File: config.mk
export PLATFORM = sky130hd
export DESIGN_NAME = muon_capture_sequencer
export DESIGN_NICKNAME = d
export VERILOG_FILES = /design/src/rtl/muon_capture_sequencer.sv
export SDC_FILE = /design/constraint.sdc
export NUM_CORES = 1
export LEC_CHECK = 0
export BUFFER_PORTS_ARGS = -buffer_cell sky130_fd_sc_hd__buf_2
export CAP_MARGIN = 20
export CORE_ASPECT_RATIO = 0.75
export CORE_MARGIN = 2
export CORE_UTILIZATION = 50
export CTS_CLUSTER_DIAMETER = 30
export DETAILED_ROUTE_END_ITERATION = 7
export PLACE_DENSITY = 0.73
export SYNTH_ARGS = -nofsm -noshare
export SYNTH_HDL_FRONTEND = slang
export SYNTH_SLANG_ARGS = --single-unit
File: constraint.sdc
create_clock -name clk -period 6.17 [get_ports clk]
set_input_delay 0.9255 -clock clk [delete_from_list [all_inputs] [get_ports clk]]
set_output_delay 0.9255 -clock clk [all_outputs]
set_load 0.01 [all_outputs]
File: src/rtl/muon_capture_sequencer.sv
// muon_capture_sequencer: acquisition controller for the muon-decay datapath.
// Runs a circular sample-buffer write pointer while armed and accepts a
// double-pulse trigger on its rising edge. After the trigger it captures a
// programmable number of post-trigger samples, then freezes the buffer for
// CPU readout. After readout it waits out a programmable dead time and
// re-arms.
// Optional macro MISSED_TRIG_EN adds missed_count, which counts trigger edges
// lost while busy (POST, READY or HOLDOFF).
module muon_capture_sequencer #(
  parameter int unsigned ADDR_W = 14,
  parameter int unsigned CNT_W  = 32
) (
  input  logic              clk,
  input  logic              rst,
  input  logic              arm_en,
  input  logic              trig_in,
  input  logic [15:0]       post_samples,
  input  logic [15:0]       holdoff,
  input  logic              rd_ack,
  output logic              buf_we,
  output logic [ADDR_W-1:0] buf_addr,
  output logic [ADDR_W-1:0] trig_addr,
  output logic              data_ready,
  output logic [CNT_W-1:0]  event_count,
  output logic [CNT_W-1:0]  event_time,
  output logic [2:0]        state
`ifdef MISSED_TRIG_EN
  ,
  output logic [CNT_W-1:0]  missed_count
`endif
);

  typedef enum logic [2:0] {
    S_IDLE    = 3'd0,
    S_ARMED   = 3'd1,
    S_POST    = 3'd2,
    S_READY   = 3'd3,
    S_HOLDOFF = 3'd4
  } state_t;

  state_t            r_state;
  logic              r_buf_we;
  logic [ADDR_W-1:0] r_buf_addr;
  logic [ADDR_W-1:0] r_trig_addr;
  logic              r_data_ready;
  logic [CNT_W-1:0]  r_event_count;
  logic [CNT_W-1:0]  r_event_time;
  logic [CNT_W-1:0]  r_timestamp;
  logic [15:0]       r_post_cnt;
  logic [15:0]       r_hold_cnt;
  logic              r_trig_d;
  logic              w_trig_rise;

  assign w_trig_rise = trig_in & ~r_trig_d;

  assign state       = r_state;
  assign buf_we      = r_buf_we;
  assign buf_addr    = r_buf_addr;
  assign trig_addr   = r_trig_addr;
  assign data_ready  = r_data_ready;
  assign event_count = r_event_count;
  assign event_time  = r_event_time;

  // Free-running timestamp and trigger delay register for edge detection
  always_ff @(posedge clk or posedge rst) begin
    if (rst) begin
      r_timestamp <= '0;
      r_trig_d    <= 1'b0;
    end else begin
      r_timestamp <= r_timestamp + CNT_W'(1);
      r_trig_d    <= trig_in;
    end
  end

  // Acquisition FSM with registered outputs and write-pointer advance
  always_ff @(posedge clk or posedge rst) begin
    if (rst) begin
      r_state       <= S_IDLE;
      r_buf_we      <= 1'b0;
      r_buf_addr    <= '0;
      r_trig_addr   <= '0;
      r_data_ready  <= 1'b0;
      r_event_count <= '0;
      r_event_time  <= '0;
      r_post_cnt    <= '0;
      r_hold_cnt    <= '0;
    end else begin
      if (r_buf_we) begin
        r_buf_addr <= r_buf_addr + ADDR_W'(1);
      end
      case (r_state)
        S_IDLE: begin
          if (arm_en) begin
            r_state  <= S_ARMED;
            r_buf_we <= 1'b1;
          end
        end
        S_ARMED: begin
          // A trigger edge takes priority over arm_en dropping
          if (w_trig_rise) begin
            r_trig_addr   <= r_buf_addr;
            r_event_time  <= r_timestamp;
            r_event_count <= r_event_count + CNT_W'(1);
            if (post_samples == 16'd0) begin
              r_state      <= S_READY;
              r_buf_we     <= 1'b0;
              r_data_ready <= 1'b1;
            end else begin
              r_post_cnt <= post_samples;
              r_state    <= S_POST;
            end
          end else if (!arm_en) begin
            r_state  <= S_IDLE;
            r_buf_we <= 1'b0;
          end
        end
        S_POST: begin
          if (r_post_cnt == 16'd1) begin
            r_state      <= S_READY;
            r_buf_we     <= 1'b0;
            r_data_ready <= 1'b1;
          end else begin
            r_post_cnt <= r_post_cnt - 16'd1;
          end
        end
        S_READY: begin
          if (rd_ack) begin
            r_data_ready <= 1'b0;
            if (holdoff == 16'd0) begin
              if (arm_en) begin
                r_state  <= S_ARMED;
                r_buf_we <= 1'b1;
              end else begin
                r_state <= S_IDLE;
              end
            end else begin
              r_hold_cnt <= holdoff;
              r_state    <= S_HOLDOFF;
            end
          end
        end
        S_HOLDOFF: begin
          if (r_hold_cnt == 16'd1) begin
            if (arm_en) begin
              r_state  <= S_ARMED;
              r_buf_we <= 1'b1;
            end else begin
              r_state <= S_IDLE;
            end
          end else begin
            r_hold_cnt <= r_hold_cnt - 16'd1;
          end
        end
        default: begin
          r_state      <= S_IDLE;
          r_buf_we     <= 1'b0;
          r_data_ready <= 1'b0;
        end
      endcase
    end
  end

`ifdef MISSED_TRIG_EN
  logic [CNT_W-1:0] r_missed_count;
  logic             r_arm_d;

  assign missed_count = r_missed_count;

  // Count trigger edges lost while busy; a fresh arm from IDLE clears it
  always_ff @(posedge clk or posedge rst) begin
    if (rst) begin
      r_missed_count <= '0;
      r_arm_d        <= 1'b0;
    end else begin
      r_arm_d <= arm_en;
      if (r_state == S_IDLE && arm_en && !r_arm_d) begin
        r_missed_count <= '0;
      end else if (w_trig_rise && (r_state == S_POST || r_state == S_READY ||
                                   r_state == S_HOLDOFF)) begin
        r_missed_count <= r_missed_count + CNT_W'(1);
      end
    end
  end
`endif

endmodule
==> qor.csv <==
stage,metric,value,unit
placement,HPWL after DPL,11.5,mm
yosys,#FFs+latches synth,162,
yosys,"area leader, netlist",dfrtp_1,
final_layout,Layout fillers,1272,
timing,Fmax,367,MHz
setup_path,crit-path leading delay family,simple AND/OR/NAND/NOR gates,
clock_tree,clock-pin slew of the registers on the worst-case setup and hold paths,0.06,ns
floorplanning,I/O pin total,134,
setup_path,CP max FO,44,
setup_path,Worst EP arrival,3.07,ns
power,PD cells,386,mW/mm2
floorplanning,Die H,110,um
final_layout,Layout Cells excl Fill,1134,
floorplanning,# rows,38,
floorplanning,starting density of the core,0.515,
drt,drt pass-1 iters,5,
placement,placed cells,1102,
yosys,"Net Count, Synth",844,
timing,Setup Viol. Count Final,0,
clock_tree,CTS Hold Bufs,0,
run_status,status,finished clean,
yosys,Async SR Flop Fraction,1.00,
yosys,share of the synthesized area in the top cell type,0.539,
power,Worst VDD drop,0.000176,V
grt,initial antenna violation count,0,
setup_path,startpoint types,flop,
yosys,mapped cell area,0.00752,mm2
timing,hold slack,0.466,ns
grt,Tot GR Track Use,0.221,
setup_path,CP max-delay cell,and2_2,
clock_tree,PostCTS Resize Cnt,0,
clock_tree,worst-skew pair later-pin latency,0.42,ns
yosys,Ys Warns,0,
floorplanning,DIE AREA,0.0161,mm2
yosys,top post-synthesis cells by count,"169 x nand2_1, 162 x dfrtp_1, 67 x o21ai_0",
drt,drt drc,0,
final_layout,final core utilization,0.617,
timing,worst clock skew,0.00655,ns
placement,RePlAce Congestion,0.880,
timing,RSZ-0062 raised after global routing,no,
clock_tree,H-tree depth,4,
min_path,Worst Hold Class,reg -> reg,
timing,Slew @ Worst Pin,0.925,ns
grt,total grt overflow,0,
clock_tree,Max Buffers Root-to-Sink,2,
final_layout,Antenna diodes,0,
drt,DR WL/cell,15.2,um
grt,most used routing layer,met2,
clock_tree,Post-CTS Repair Setup Buffers,0,
timing,"Period Utilization, post-route",0.442,
grt,global routing met2 resource utilization,0.329,
setup_path,CP Class,reg -> reg,
final_layout,design area,0.00900,mm2
floorplanning,core area,0.0146,mm2
floorplanning,Die Span X,146,um
grt,global-route wire length before repair,28.1,mm
timing,final hold violations,0,
timing,Max Slew Vio Count,0,
placement,Buffers on Ports,133,
drt,DR vias/cell,5.43,
clock_tree,clk root buf,clkbuf_16,
final_layout,Nets,967,
timing,Final min period,2.73,ns
yosys,most frequent cell after synthesis,nand2_1,
run,total of max-cap violations,0,
setup_path,CP endpoint kind,flop,
power,leakage power,4.51,nW
yosys,Post-Synthesis Cells,800,
yosys,"Seq/Total Area, Yosys",0.539,
drt,via count,6152,
grt,largest net degree at the start of global routing,102,
clock_tree,CTS tree,yes,
timing,max_slew headroom,0.383,
clock_tree,CTS buffer count,17,
grt,number of global-route vias before repair,5494,
placement,dpl cell area,0.00834,mm2
yosys,Netlist cell types,50,
drt,initial DRC count,455,
timing,Setup Total Neg Slack,0,ns
grt,met3 Use GR,0.0514,
setup_path,Max stage delay on crit path,0.72,ns
yosys,top_reg_cell synth,dfrtp_1,
setup_path,worst-path cell chain,and4bb_2 > and2_2 > a22oi_1 > buf_4 > or3_1 > o21ai_0,
drt,Final ANT Viol Nets,0,
yosys,Synth Area per Inst,9.40,um2
final_layout,layout cells sized above 1,0.193,
setup_path,CP required,6.51,ns
final_layout,Area Growth Syn to Fin,19.7,%
setup_path,WP buf/inv,1,
clock_tree,clock sinks,162,
grt,met1 Use GR,0.324,
drt,final wirelength,17.2,mm
yosys,ranking of synthesized cells by area,"dfrtp_1 54%, nand2_1 8.4%, xnor2_1 6.5%, o21ai_0 4.5%, nor2_1 2.7%",
yosys,"EDFF count, synth",0,
==> through the flow <==
stage,setup WS [ns],power (W)
after floorplan,0.868,0.00206
after global placement,3.17,0.00234
after detailed placement,3.12,0.00237
after CTS,3.42,0.00348
after global routing,3.22,0.00370
final,3.44,0.00348
==> where the power goes <==
group	internal [W]	total, W	switching (W)	leakage (nW)
clock	0.000692	0.00111	0.000413	0.298
sequential	0.00125	0.00149	0.000236	2.15
combinational	0.000342	0.000883	0.000541	2.06
==> final timing paths <==
kind                                start               to  slack (ns)  cells past startpoint
hold reg to reg            event_time[20]   event_time[20]        0.47                      2
min in group asynchronous             rst    r_post_cnt[5]        0.71                      2
setup reg to reg                 state[1]    r_post_cnt[0]        3.44                      6
max in group asynchronous             rst  event_count[17]        4.12                      3
setup / recovery                 state[1]    r_post_cnt[0]        3.44                      6
hold / removal             event_time[20]   event_time[20]        0.47                      2
==> cell usage in the layout (no fill, tap or decap), types with 3 or more instances in the layout <==
cell type / n
inv_1: 17
dfrtp_1: 162
nand4_1: 23
a21oi_1: 35
ha_1: 7
xnor2_1: 56
o21ai_0: 67
and2_1: 3
nand3_1: 35
clkinv_2: 3
clkbuf_16: 17
a22oi_1: 10
nand2_1: 168
nand2b_1: 5
bufinv_16: 4
nor3_1: 19
buf_2: 133
a31oi_1: 4
and3_1: 14
and4_1: 8
nor2_1: 54
nor2b_1: 4
buf_4: 4
nor4_1: 17
xor2_1: 18
==> registers in the layout, indices dropped and copies added, names as in the netlist <==
name,cells
r_post_cnt,16
buf_we,1
r_hold_cnt,16
state,3
buf_addr,14
r_timestamp,32
data_ready,1
r_trig_d,1
event_time,32
trig_addr,14
event_count,32
==> worst register-to-register path: stages (launching register included) <==
cell	delay, ns
dfrtp_1	0.56
and4bb_2	0.45
and2_2	0.72
a22oi_1	0.21
buf_4	0.27
or3_1	0.36
o21ai_0	0.08
==> cell families (layout without fill, tap and decap cells) <==
group                      after synthesis  count (layout)  synth area share
buffers and inverters                   54             188            0.0274
and+or+nand+nor                        369             369             0.235
xor gates and xnor gates                74              74            0.0862
DFF                                    162             162             0.539
muxes                                    2               2           0.00283
adders and majority gates                7               7            0.0116
AOI/OAI and AO/OA                      132             132            0.0978
==> layout make-up <==
class,instances,area (um2),area share
tap,200,250,0.0278
timing repair buffer,139,743,0.0825
inverter,19,76.3,0.00848
clock inverter,10,159,0.0176
clock buffer,20,457,0.0507
multi-input combinational,584,3270,0.363
sequential,162,4050,0.450
==> routing by layer <==
| layer | vias up | share of wire |
|---|---|---|
| met2 | 191 | 0.44 |
| met5 | - | 0 |
| met3 | 18 | 0.059 |
| met4 | 0 | 0.0098 |
| met1 | 2928 | 0.50 |
| li1 | 3015 | - |
Note: power is estimated with default switching activity, not from simulation.
